===== src/rtl/wb_stage.sv =====
// Writeback stage: 1-cycle registered regfile write for ALU results; loads wait for dmem_rvalid_i, then extend and write.
// mem_ready_o is low only while a load waits on memory. Optional debug trace ports via WB_TRACE_EN.
module wb_stage #(
    parameter int RegW     = 32,
    parameter int RegAddrW = 5
) (
    input  logic                clk_i,
    input  logic                rst_i,
    input  logic                mem_valid_i,
    output logic                mem_ready_o,
    input  logic [31:0]         mem_pc_i,
    input  logic [RegAddrW-1:0] mem_rd_i,
    input  logic                mem_rf_we_i,
    input  logic [RegW-1:0]     mem_result_i,
    input  logic                mem_is_load_i,
    input  logic [2:0]          mem_load_op_i,
    input  logic [1:0]          mem_addr_lo_i,
    input  logic                dmem_rvalid_i,
    input  logic [RegW-1:0]     dmem_rdata_i,
    output logic                rf_we_o,
    output logic [RegAddrW-1:0] rf_waddr_o,
    output logic [RegW-1:0]     rf_wdata_o,
    output logic                fwd_valid_o,
    output logic [RegAddrW-1:0] fwd_rd_o,
    output logic [RegW-1:0]     fwd_data_o,
    output logic                fwd_pending_o,
    output logic                retire_o,
`ifdef WB_TRACE_EN
    output logic [31:0]         debug_wb_pc_o,
    output logic [3:0]          debug_wb_rf_we_o,
    output logic [4:0]          debug_wb_rf_wnum_o,
    output logic [31:0]         debug_wb_rf_wdata_o,
`endif
    output logic [31:0]         retire_pc_o
);

    localparam logic [1:0] IDLE      = 2'd0;
    localparam logic [1:0] WAIT_LOAD = 2'd1;
    localparam logic [1:0] WRITE     = 2'd2;

    localparam logic [2:0] OP_LB  = 3'b000;
    localparam logic [2:0] OP_LH  = 3'b001;
    localparam logic [2:0] OP_LBU = 3'b100;
    localparam logic [2:0] OP_LHU = 3'b101;

    logic [1:0]          state_q, state_d;
    logic [RegAddrW-1:0] ld_rd_q, ld_rd_d;
    logic                ld_we_q, ld_we_d;
    logic [2:0]          ld_op_q, ld_op_d;
    logic [1:0]          ld_lo_q, ld_lo_d;
    logic [31:0]         ld_pc_q, ld_pc_d;

    logic                rf_we_q, rf_we_d;
    logic [RegAddrW-1:0] rf_waddr_q, rf_waddr_d;
    logic [RegW-1:0]     rf_wdata_q, rf_wdata_d;
    logic                retire_q, retire_d;
    logic [31:0]         retire_pc_q, retire_pc_d;

    logic accept;

    function automatic logic [RegW-1:0] load_extend(input logic [2:0] op,
                                                    input logic [1:0] lo,
                                                    input logic [RegW-1:0] word);
        logic [7:0]  b;
        logic [15:0] h;
        b = word[8*lo +: 8];
        h = word[16*lo[1] +: 16];
        case (op)
            OP_LB:   load_extend = {{(RegW-8){b[7]}}, b};
            OP_LBU:  load_extend = {{(RegW-8){1'b0}}, b};
            OP_LH:   load_extend = {{(RegW-16){h[15]}}, h};
            OP_LHU:  load_extend = {{(RegW-16){1'b0}}, h};
            default: load_extend = word;
        endcase
    endfunction

    assign mem_ready_o = (state_q != WAIT_LOAD);
    assign accept      = mem_valid_i & mem_ready_o;

    always_comb begin
        state_d     = state_q;
        ld_rd_d     = ld_rd_q;
        ld_we_d     = ld_we_q;
        ld_op_d     = ld_op_q;
        ld_lo_d     = ld_lo_q;
        ld_pc_d     = ld_pc_q;
        rf_we_d     = 1'b0;
        rf_waddr_d  = '0;
        rf_wdata_d  = '0;
        retire_d    = 1'b0;
        retire_pc_d = '0;
        case (state_q)
            WAIT_LOAD: begin
                if (dmem_rvalid_i) begin
                    state_d     = WRITE;
                    rf_we_d     = ld_we_q & (ld_rd_q != '0);
                    rf_waddr_d  = ld_rd_q;
                    rf_wdata_d  = load_extend(ld_op_q, ld_lo_q, dmem_rdata_i);
                    retire_d    = 1'b1;
                    retire_pc_d = ld_pc_q;
                end
            end
            // IDLE and WRITE behave alike; an unused encoding also lands here and recovers.
            default: begin
                if (accept && mem_is_load_i) begin
                    state_d = WAIT_LOAD;
                    ld_rd_d = mem_rd_i;
                    ld_we_d = mem_rf_we_i;
                    ld_op_d = mem_load_op_i;
                    ld_lo_d = mem_addr_lo_i;
                    ld_pc_d = mem_pc_i;
                end else if (accept) begin
                    state_d     = WRITE;
                    rf_we_d     = mem_rf_we_i & (mem_rd_i != '0);
                    rf_waddr_d  = mem_rd_i;
                    rf_wdata_d  = mem_result_i;
                    retire_d    = 1'b1;
                    retire_pc_d = mem_pc_i;
                end else begin
                    state_d = IDLE;
                end
            end
        endcase
    end

    always_ff @(posedge clk_i) begin
        if (rst_i) begin
            state_q     <= IDLE;
            ld_rd_q     <= '0;
            ld_we_q     <= 1'b0;
            ld_op_q     <= '0;
            ld_lo_q     <= '0;
            ld_pc_q     <= '0;
            rf_we_q     <= 1'b0;
            rf_waddr_q  <= '0;
            rf_wdata_q  <= '0;
            retire_q    <= 1'b0;
            retire_pc_q <= '0;
        end else begin
            state_q     <= state_d;
            ld_rd_q     <= ld_rd_d;
            ld_we_q     <= ld_we_d;
            ld_op_q     <= ld_op_d;
            ld_lo_q     <= ld_lo_d;
            ld_pc_q     <= ld_pc_d;
            rf_we_q     <= rf_we_d;
            rf_waddr_q  <= rf_waddr_d;
            rf_wdata_q  <= rf_wdata_d;
            retire_q    <= retire_d;
            retire_pc_q <= retire_pc_d;
        end
    end

    assign rf_we_o       = rf_we_q;
    assign rf_waddr_o    = rf_waddr_q;
    assign rf_wdata_o    = rf_wdata_q;
    assign retire_o      = retire_q;
    assign retire_pc_o   = retire_pc_q;

    assign fwd_pending_o = (state_q == WAIT_LOAD);
    assign fwd_valid_o   = (state_q == WRITE) & rf_we_q;
    assign fwd_rd_o      = (state_q == WAIT_LOAD) ? ld_rd_q :
                           (state_q == WRITE)     ? rf_waddr_q : '0;
    assign fwd_data_o    = (state_q == WRITE) ? rf_wdata_q : '0;

`ifdef WB_TRACE_EN
    assign debug_wb_pc_o       = retire_pc_q;
    assign debug_wb_rf_we_o    = {4{rf_we_q}};
    assign debug_wb_rf_wnum_o  = rf_waddr_q;
    assign debug_wb_rf_wdata_o = rf_wdata_q;
`endif

endmodule


===== config.mk =====
export PLATFORM = sky130hd
export DESIGN_NAME = wb_stage
export DESIGN_NICKNAME = d
export VERILOG_FILES = /design/src/rtl/wb_stage.sv
export SDC_FILE = /design/constraint.sdc
export NUM_CORES = 1
export LEC_CHECK = 0
export ABC_CLOCK_PERIOD_IN_PS = 2100
export CELL_PAD_IN_SITES_DETAIL_PLACEMENT = 1
export CELL_PAD_IN_SITES_GLOBAL_PLACEMENT = 1
export CORE_ASPECT_RATIO = 0.9
export CORE_UTILIZATION = 47
export CTS_BUF_LIST = sky130_fd_sc_hd__clkbuf_4 sky130_fd_sc_hd__clkbuf_8 sky130_fd_sc_hd__clkbuf_16
export DETAILED_ROUTE_END_ITERATION = 6
export DONT_BUFFER_PORTS = 1
export PLACE_DENSITY_LB_ADDON = 0.1
export SYNTH_ARGS = -nofsm -noshare
export SYNTH_HDL_FRONTEND = slang
export SYNTH_SLANG_ARGS = --single-unit

===== constraint.sdc =====
create_clock -name clk_i -period 2.1 [get_ports clk_i]
set_input_delay 0 -clock clk_i [delete_from_list [all_inputs] [get_ports clk_i]]
set_output_delay 0 -clock clk_i [all_outputs]
set_load 0.05 [all_outputs]

# Yosys cells after proc, flatten, opt, wreduce, memory -nomap -nowiden
# Cells that the tools add are included.
# word_totals
ff_bits	116
latch_bits	0
ramBits	0
mem_bits_ro	0
input_bits	112
mem_count	0
# op_classes
add_sub_neg	0
multipliers	0
n_div	0
n_lt_le_gt_ge	0
n_eq_ne	7
shift	2
mux	28
n_bitwise	5
n_reduce_logical	5
# op_table
op	count
two-way mux 32 bit	9
case mux 32 bit (4 select lines)	1
variable part select 32 x 6 -> 16 bit	1
variable part select 32 x 6 -> 8 bit	1
two-way mux 5 bit	6
nonzero test 5 bit	2
two-way mux 1 bit	8
two-way mux 2 bit	4
== test 3 bit, second input constant	2
bitwise AND 1 bit	4
== test 3 x 1 -> 1 bit, second input constant	1
zero test 3 bit	1
== test 2 x 1 -> 1 bit, second input constant	1
== test 2 bit, second input constant	1
inequality test 2 x 1 -> 1 bit, second input constant	1
inequality test 2 bit, second input constant	1
AND reduction 2 bit	1
logical AND 1 bit	1
NOT 1 bit	1

# Logic depth before layout (Yosys ltp)
# Gate-level depths: netlist of run 1.
# logic_depth
ltp_word	5
depth_mapped	8

# Worst setup path after synthesis of run 1
# Ideal clock, no wire load.
# synth_timing
kind	register -> register
start	register state_q[0]
end	register state_q[0]
arrival_ps	1662
t_required_ps	1972
slack_ps	310
stages_incl_launch_ff	9
n_path_buf	3
synth_period_minus_slack_ps	1790
cell_sequence	dfxtp_1 nor2b_1 buf_4 inv_1 and3_1 buf_2 buf_2 nor2_1 nor2_1
# synth_via
word_cells_on_any_way	7
cone_classes	3 x eq/ne; 2 x mux; 1 x bitwise; 1 x reduce/logical
# synth_rtl
item	line_no	source
start, declared	46	logic [1:0] state_q, state_d;
start signal, assigned	140	state_q <= state_d;
== test 2 x 1 -> 1 bit (*)	n/a	
via fwd_pending_o	26	output logic fwd_pending_o,
inequality test 2 bit (no source line) / two-way mux 2 bit (equally long branches)	n/a	
# Mark *: on every way through the listed nets, which the timed path passes. The rest lies on a longest branch.
# A chain may end at the register's enable or synchronous reset.

# Final worst setup path of run 1
# layout_timing
start	register ld_op_q[1]
end	register rf_wdata_q[15], in the netlist rf_wdata_o[15]
# layout_via
elab_chain_cells	4
word_cells_on_any_way	7
cone_classes	3 x eq/ne; 3 x mux; 1 x reduce/logical
# layout_rtl
item	line_no	source
start, declared	49	logic [2:0] ld_op_q, ld_op_d;
start signal, assigned	143	ld_op_q <= ld_op_d;
== test 3 bit, or another cell as far along	68	case (op)
case mux 32 bit (4 select lines) (*)	68	
two-way mux 32 bit (*)	94	if (dmem_rvalid_i) begin
two-way mux 32 bit (*)	92	case (state_q)
end signal, assigned	148	rf_wdata_q <= rf_wdata_d;
end, declared	55	logic [RegW-1:0] rf_wdata_q, rf_wdata_d;
# Mark *: on every way between the ends. The rest lies on a longest branch, timed or not.

==> results.toml, run 1 <==
[route]
ant_nets = 0
num_vias = 5078
drt_first_pass_iters = 6
wl_per_cell_um = 23.1
drc = 0
drt_wl_total_um = 19300
avgViaCountPerCell = 6.07
drt_iter0_markers = 350

[pwr]
leakagePower_nw = 2.51
ir_drop_mv = 0.572
powerDensity_nw_per_um2 = 898
total_power_w = 0.00601

[critical_path]
crit_chain = "clkinvlp_4, o21ai_0, o21ai_0, dlygate4sd3_1"
path_max_fanout = 12
cp_top_family = "buffers and inverters"
worstSetupStartpointType = "register"
arrival_ns = 2.44
worstSetupPathType = "register to register"
cp_num_buf_inv = 2
crit_required_ns = 2.48
slowest_stage = "dfxtp_1"
path_common_cell = "o21ai_0"
cp_slowest_stage_delay_ns = 0.64
crit_path_end_kind = "register"

[clock_network]
root_buffer = "clkbuf_8"
cts.sink_count = 116
clkLatencyLatePin_ns = 0.52
ctsHtreeMaxLevel = 4
clockBufferDepth = 2
clk_pin_slew_ns = 0.06
numCtsBuffers = 17
cts_tree = "done"

[synth]
synthDistinctLibCells = 45
synth.cell_area_um2 = 4770
synthCells = 586
ys.flop_type = "dfxtp_1"
synth-edff-count = 0
async_reset_ff_share_pct = 0
synth_warnings = 0
syn_area_per_cell_um2 = 8.14
synth.net_count = 698
ys_seq_elements = 116
yosysSeqAreaShare_pct = 48.7

[final_layout]
drive_gt1_share_pct = 9.32
nets = 807
syn_to_final_growth_pct = 40.3
multi_input_area_um2 = 2230
nFillCells = 1077
postLayoutCellArea_um2 = 6690
seq_area_um2 = 2320

[flow_run]
drv_cap = 0

[floorplan]
fp.coreArea_um2 = 9740
die_area_um2 = 10600
start_util_pct = 48.9
pin_count = 223
die_w_um = 108
die_y_um = 97.6
num_rows = 34

[sta]
holdWs_ns = 0.0165
relSlewSlack_pct = 42.9
period_minus_slack_ns = 2.06
setup_viol = 0
hold_viol_final = 0
worst_slew_pin_slew_ns = 0.856
fmax_mhz = 485
fin_skew_ns = 0.0116
maxSlewViolCount = 0
finalCritPeriodShare_pct = 98.1

[placement]
dp_hpwl_um = 9590
gp_congestion = 0.840
io_buffers = 0
place_area_um2 = 4870

[grt]
grt_pass1_vias = 5512
grtUsageTotal_pct = 36.7
grt_pass1_wl_um = 29500
antenna_found_initial = 2
gr-total-overflow = 0
grt_max_degree = 88

[status]
status = "finished clean"

[hold_path]
hold_path.class = "input pin to register"
## cell families after synthesis
kind of cell | count (synthesis) | synth area share, %
simple gates | 251 | 23.6
compound gates | 162 | 21.7
buf+inv | 52 | 4.91
mux | 5 | 1.05
flops | 116 | 48.7
## stage by stage
step	setup TNS (ns)	util, %	worst slack [ns]	std cells
finish	0	68.6	0.0402	836
global route	-0.0151	68.6	-0.0151	836
CTS	0	68.2	0.0339	830
detailed placement	0	50.0	0.260	680
global placement	0	50.0	0.369	680
floorplan	0	-	0.310	586
## sequential cells by signal, summed over array words and instances (netlist names)
| name | flops |
|---|---|
| ld_op_q | 3 |
| ld_lo_q | 2 |
| state_q | 2 |
| ld_pc_q | 32 |
| rf_waddr_o | 5 |
| rf_wdata_o | 32 |
| retire_o | 1 |
| ld_we_q | 1 |
| rf_we_o | 1 |
| ld_rd_q | 5 |
| retire_pc_o | 32 |
## path summary, 6_finish.rpt
kind | slack (ns) | cells past startpoint | end | from
worst min-delay path | 0.02 | 4 | rf_wdata_o[1]$_SDFF_PP0_ | mem_valid_i
worst max register to register | 0.04 | 4 | rf_wdata_o[15]$_SDFF_PP0_ | ld_op_q[1]$_SDFFE_PP0P_
worst max-delay path | 0.04 | 4 | rf_wdata_o[15]$_SDFF_PP0_ | ld_op_q[1]$_SDFFE_PP0P_
worst min register to register | 0.46 | 2 | ld_pc_q[13]$_SDFFE_PP0P_ | ld_pc_q[13]$_SDFFE_PP0P_
## timing repair
| item | 4_1_cts | 5_1_grt |
|---|---|---|
| endpoints found under the setup margin | 0 | 5 |
| resized for setup | 0 | 3 |
| buffers inserted | 0 | 4 |
| hold buffers | 118 | 0 |
| hold endpoints to repair | 116 | 0 |
## cell usage in the layout (no fill, tap or decap), types with 4 or more instances in the layout
cell,n
nand2_1,124
a22oi_1,40
dfxtp_1,116
o211ai_1,4
buf_4,17
nor2_1,64
nand2b_1,4
dlygate4sd3_1,117
clkinv_2,4
a32o_1,5
clkbuf_16,16
a21oi_1,50
o21ai_0,35
and2_1,36
o21a_1,4
a22o_1,5
mux2i_1,4
## Yosys cell counts, drive strengths merged (4+ instances only)
library cell | n | area [um2]
nor2 | 64 | 240
nand2b | 4 | 25.0
a22oi | 40 | 300
mux2i | 5 | 50.1
clkbuf | 23 | 86.3
o211ai | 4 | 30.0
a21oi | 50 | 250
buf | 25 | 133
nand2 | 124 | 465
a22o | 5 | 43.8
dfxtp | 116 | 2320
and2 | 36 | 225
nor3 | 4 | 25.0
o21ai | 39 | 199
nor2b | 5 | 31.3
a32o | 5 | 50.1
o21a | 4 | 30.0
## tightest hold or removal path, cell delays in order
cell,delay [ns]
nor4b_4,0.11
buf_6,0.19
nand2_1,0.10
a22oi_1,0.07
## report_power, final
group          total, W  internal (W)  switching (W)
Clock           0.00282       0.00175        0.00107
Sequential      0.00252       0.00229       0.000227
Combinational  0.000673      0.000294       0.000379
Total           0.00601       0.00433        0.00168
## per-layer routing
| metal | global-route usage (%) | vias up | share of wire, % |
|---|---|---|---|
| met3 | 9.52 | 99 | 6.4 |
| li1 | - | 2211 | - |
| met1 | 39.3 | 2469 | 37 |
| met4 | 22.8 | 0 | 5.2 |
| met5 | 0 | - | 0 |
| met2 | 63.4 | 299 | 51 |
## layout make-up
cell class / count / share of cell area (%)
Timing Repair Buffer: 138 / 20.6
Inverter: 4 / 0.281
Clock buffer: 20 / 6.62
Clock inverter: 12 / 1.95
Tap cell: 126 / 2.36
Antenna cell: 2 / 0.0748
Multi-Input combinational cell: 418 / 33.4
Sequential cell: 116 / 34.7
Note: power is estimated with default switching activity, not from simulation.
==> inputs of run 2 (changes only) <==
- GPL_TIMING_DRIVEN: unset -> 0
==> run 2 against run 1 <==
The flow now finishes with violations (DRC, setup timing). Via count increased by 6.4%. Maximum frequency shrank 2.7%. Final area is 0.47% higher. Hold slack improved by 0.093 ns. Clock-buffer cell count grew 2. Sequential power is essentially flat. First-iteration DRC count increased by 33%. Sequential cell count unchanged. Critical path depth unchanged. Combinational power rose by 4.5%. Highest routed layer is now met5.
==> results.toml, run 2 (synthesis gave the netlist of run 1 again) <==
[status]
status = "finished with violations"
violations = "DRC, setup timing"

[placement]
dp_cells = 712
place_area_um2 = 4930
dp_hpwl_um = 11200
gp_congestion = 0.828
io_buffers = 0

[clock_network]
cts.sink_count = 116
cts_tree = "done"
ctsHtreeMaxLevel = 4
numCtsBuffers = 17
clockBufferDepth = 2
clk_pin_slew_ns = 0.06
post_cts_buffers = 0
root_buffer = "clkbuf_8"
clkLatencyLatePin_ns = 0.52

[sta]
finalCritPeriodShare_pct = 101
fin_skew_ns = 0.00741
holdWs_ns = 0.110
setup_viol = 10
setup_ws_ns = -0.0163
worst_slew_pin_slew_ns = 0.659
hold_viol_final = 0
fin_setup_tns_ns = -0.106
maxSlewViolCount = 0
relSlewSlack_pct = 56.0
period_minus_slack_ns = 2.12
fmax_mhz = 473

[critical_path]
cp_slowest_stage_delay_ns = 0.40
worstSetupPathType = "register to primary output"
slowest_stage = "dfxtp_1"
crit_chain = "nor2b_1, clkbuf_4, buf_2, and2_4"
crit_required_ns = 2.10
crit_path_end_kind = "primary output"
worstSetupStartpointType = "register"
arrival_ns = 2.12
path_max_fanout = 10

[final_layout]
syn_to_final_growth_pct = 40.9
final_common_cell = "nand2_1"
postLayoutCellArea_um2 = 6720
mostFrequentLayoutCells = "nand2_1, dfxtp_1, dlygate4sd3_1"
nFillCells = 1085
seq_area_um2 = 2320
drive_gt1_share_pct = 13.9
layout.cells.non_filler = 856
multi_input_area_um2 = 2290
nets = 828

[route]
ant_nets = 0
wl_per_cell_um = 25.6
drt_iter0_markers = 467
drt_wl_total_um = 21900
num_vias = 5402
avgViaCountPerCell = 6.31
drc = 9
drt_first_pass_iters = 7

[grt]
grt_pass1_wl_um = 32500
gr-total-overflow = 0
grt_max_degree = 17
grt_pass1_vias = 5850
antenna_found_initial = 2
grtUsageTotal_pct = 41.1

[floorplan]
num_rows = 34
die_area_um2 = 10600
start_util_pct = 48.9
die_w_um = 108
fp.coreArea_um2 = 9740
die_y_um = 97.6
pin_count = 223

[pwr]
total_power_w = 0.00607
powerDensity_nw_per_um2 = 904
leakagePower_nw = 2.57
ir_drop_mv = 0.589

[hold_path]
hold_path.class = "input pin to register"

[flow_run]
drv_cap = 0
[run 2: cell count changes in the layout (fill, tap and decap cells not counted), moves of 6 or more]
cell | previous run | this run
dlygate4sd3_1 | 117 | 111
and2_4 | 0 | 10
buf_4 | 17 | 0
buf_2 | 0 | 24
clkbuf_1 | 0 | 19
and2_2 | 0 | 20
and2_1 | 36 | 6
[run 2: layer usage]
metal	wire length, um	GRT usage [%]
met5	12	0
met4	1280	25.1
met3	1720	11.9
met2	11000	70.2
met1	7880	44.2
[run 2: final timing paths]
kind                                          startpoint                  endpoint  slack, ns  depth (start not counted)
worst min register to register  ld_pc_q[21]$_SDFFE_PP0P_  ld_pc_q[21]$_SDFFE_PP0P_       0.46                          2
worst max-delay path             state_q[1]$_SDFFE_PP0P_            fwd_data_o[12]      -0.02                          4
worst max register to register   state_q[0]$_SDFFE_PP0P_   ld_lo_q[1]$_SDFFE_PP0P_          0                          8
worst min-delay path                         mem_valid_i        rf_we_o$_SDFF_PP0_       0.11                          4
[run 2: worst max-delay path, delay by kind of cell, from the launching register on]
kind	cells	cell delay, ns
flip-flops	1	0.40
buffers and inverters	2	0.64
AND/OR/NAND/NOR	2	0.56
[run 2: final cells by class]
cell class / count / share of cell area, %
Clock inverter: 9 / 1.55
Sequential cell: 116 / 34.6
Buffer: 47 / 3.48
Inverter: 4 / 0.335
Antenna cell: 2 / 0.0745
Clock buffer: 22 / 7.00
Tap cell: 126 / 2.35
Multi-Input combinational cell: 418 / 34.0
Timing Repair Buffer: 112 / 16.6
[run 2: what timing repair did]
action,4_1_cts,5_1_grt
endpoints found under the hold margin,115,0
resized for setup,23,34
setup endpoints to repair,31,70
gates cloned,0,1
pin swaps,0,1
hold buffers,111,0
[run 2: power breakdown]
| part | leakage [nW] | internal [W] | switching, W |
|---|---|---|---|
| logic | 1.34 | 0.000288 | 0.000415 |
| registers | 0.945 | 0.00229 | 0.000228 |
| clock network | 0.283 | 0.00179 | 0.00106 |
| total | 2.57 | 0.00437 | 0.00170 |
[run 2: through the flow]
stage | util (%) | worst slack, ns
global placement | 50.6 | 0.113
floorplan | - | 0.310
detailed placement | 50.6 | 0.0264
CTS | 68.2 | -0.000269
finish | 69.0 | -0.0163
global route | 68.9 | -0.0898
==> inputs of run 3 (changes only) <==
- BUFFER_PORTS_ARGS: unset -> -buffer_cell sky130_fd_sc_hd__buf_2
- CORE_MARGIN: unset -> 2
- CORE_UTILIZATION: 47 -> 35
- DONT_BUFFER_PORTS: 1 -> unset
- SLEW_MARGIN: unset -> 10
==> run 3 against run 2 <==
Total power rose by 2.4%. First-iteration DRC count shrank 33%. Clock-buffer cell count up 1. Clock power rose by 2%. Combinational power increased by 38%. The flow now finishes without violations. Clock skew increased by 0.0048 ns. Worst setup slack improved by 0.13 ns. Sequential share of layout area fell by 4.6 points. Sequential cell count did not move. Global-route usage shrank 13 points. Critical path depth grew 1.
==> results.toml, run 3 (synthesis gave the netlist of run 1 again) <==
[critical_path]
reg2reg_slack_ns = 0.12
arrival_ns = 1.99
r2r-start = "ld_lo_q[1]$_SDFFE_PP0P_"
worstSetupStartpointType = "register"
worstSetupPathType = "register to primary output"
crit_required_ns = 2.10
crit_path_end_kind = "primary output"
reg2regPathDepth = 5
endpoint = "fwd_data_o[17]"
worstReg2RegEnd = "rf_wdata_o[24]$_SDFF_PP0_"
path_max_fanout = 10
cp-startpoint = "state_q[1]$_SDFFE_PP0P_"

[floorplan]
num_rows = 40
die_y_um = 115
fp.coreArea_um2 = 13300
start_util_pct = 35.8
die_area_um2 = 14600
pin_count = 223
die_w_um = 127

[grt]
grt_pass1_vias = 6243
grtUsageMet1_pct = 33.0
use_met3_pct = 6.56
grt_pass1_wl_um = 32400
antenna_found_initial = 2
grt_max_degree = 17
top_usage_layer = "met2"
met2_usage_pct = 50.9
gr-total-overflow = 0
grtUsageTotal_pct = 28.4

[pwr]
leakagePower_nw = 3.55
powerDensity_nw_per_um2 = 802
total_power_w = 0.00622
ir_drop_mv = 0.594

[route]
drc = 0
drt_wl_total_um = 20900
avgViaCountPerCell = 5.21
ant_nets = 0
drt_iter0_markers = 315
num_vias = 5805
drt_first_pass_iters = 7
wl_per_cell_um = 18.8

[sta]
fin_skew_ns = 0.0123
fin_setup_tns_ns = 0
period_minus_slack_ns = 1.99
fmax_mhz = 504
setup_viol = 0
finalCritPeriodShare_pct = 94.5
setup_ws_ns = 0.115
hold_viol_final = 0
maxSlewViolCount = 0
worst_slew_pin_slew_ns = 0.573
relSlewSlack_pct = 61.8

[final_layout]
mostFrequentLayoutCells = "buf_2, nand2_1, dfxtp_1"
drive_gt1_share_pct = 30.5
syn_to_final_growth_pct = 62.6
final_common_cell = "buf_2"
nets = 1043

[placement]
pre_cts_slack_ns = 0.149
gp_congestion = 0.825
dp_hpwl_um = 13100
io_buffers = 221

[hold_path]
hold_path.class = "input pin to register"

[clock_network]
cts.sink_count = 116
cts_tree = "done"
clkLatencyLatePin_ns = 0.42
ctsHtreeMaxLevel = 4
post_cts_buffers = 0
numCtsBuffers = 17
clk_pin_slew_ns = 0.05
clockBufferDepth = 2
root_buffer = "clkbuf_16"

[status]
status = "finished clean"

[flow_run]
drv_cap = 0
[run 3: area by class of cell]
class / instances / area [um2]
inverters: 4 / 18.8
repair buffers: 327 / 2170
well taps: 168 / 210
plain buffers: 47 / 219
flip-flops and latches: 116 / 2320
fillers: 1628 / 5560
diodes: 2 / 5.00
clock inverters: 9 / 101
clock buffers: 23 / 495
multi-input cells: 418 / 2210
[run 3: repair_timing]
action | in CTS | in global routing
pin swaps | 0 | 0
hold buffers | 106 | 0
hold endpoints to repair | 114 | 0
endpoints found under the setup margin | 20 | 13
gates resized for setup | 2 | 3
cloned | 0 | 0
[run 3: metrics by stage]
stage                     util, %  hold WS, ns  cells  area [um2]
final                        58.2       0.0208   1114        7750
after global routing         58.2       0.0632   1114        7750
after CTS                    58.2       0.0134   1113        7740
after detailed placement     45.7        0.202    975        6080
after global placement       45.7        0.198    975        6080
after floorplan                 -        0.109    586        4770
[run 3: critical path, stage by stage (launching register included)]
cell      delay [ns]
dfxtp_1         0.35
nor2b_1         0.19
clkbuf_2        0.29
clkbuf_2        0.31
and2_1          0.18
buf_2           0.26
[run 3: layer usage]
layer	up-vias	part of all wire, %
met5	-	0
met4	0	2.6
met3	46	5.9
met2	240	51
met1	2822	40
li1	2697	-
[run 3: worst min path at each step]
| stage | cells past startpoint | to | from | slack (ns) |
|---|---|---|---|---|
| after floorplan | 2 | rf_wdata_o[0]$_SDFF_PP0_ | mem_result_i[0] | 0.11 |
| after global placement | 3 | rf_wdata_o[23]$_SDFF_PP0_ | mem_result_i[23] | 0.20 |
| after detailed placement | 3 | rf_wdata_o[16]$_SDFF_PP0_ | mem_result_i[16] | 0.20 |
| after CTS | 4 | rf_wdata_o[1]$_SDFF_PP0_ | mem_is_load_i | 0.01 |
| after global routing | 4 | rf_wdata_o[1]$_SDFF_PP0_ | mem_is_load_i | 0.06 |
| final | 4 | rf_wdata_o[1]$_SDFF_PP0_ | mem_is_load_i | 0.02 |
[run 3: where the power goes]
group          internal [W]  switching, W  total [W]
registers           0.00229     0.0000486    0.00234
logic              0.000376      0.000591   0.000968
clock network       0.00189       0.00102    0.00291
total               0.00456       0.00166    0.00622
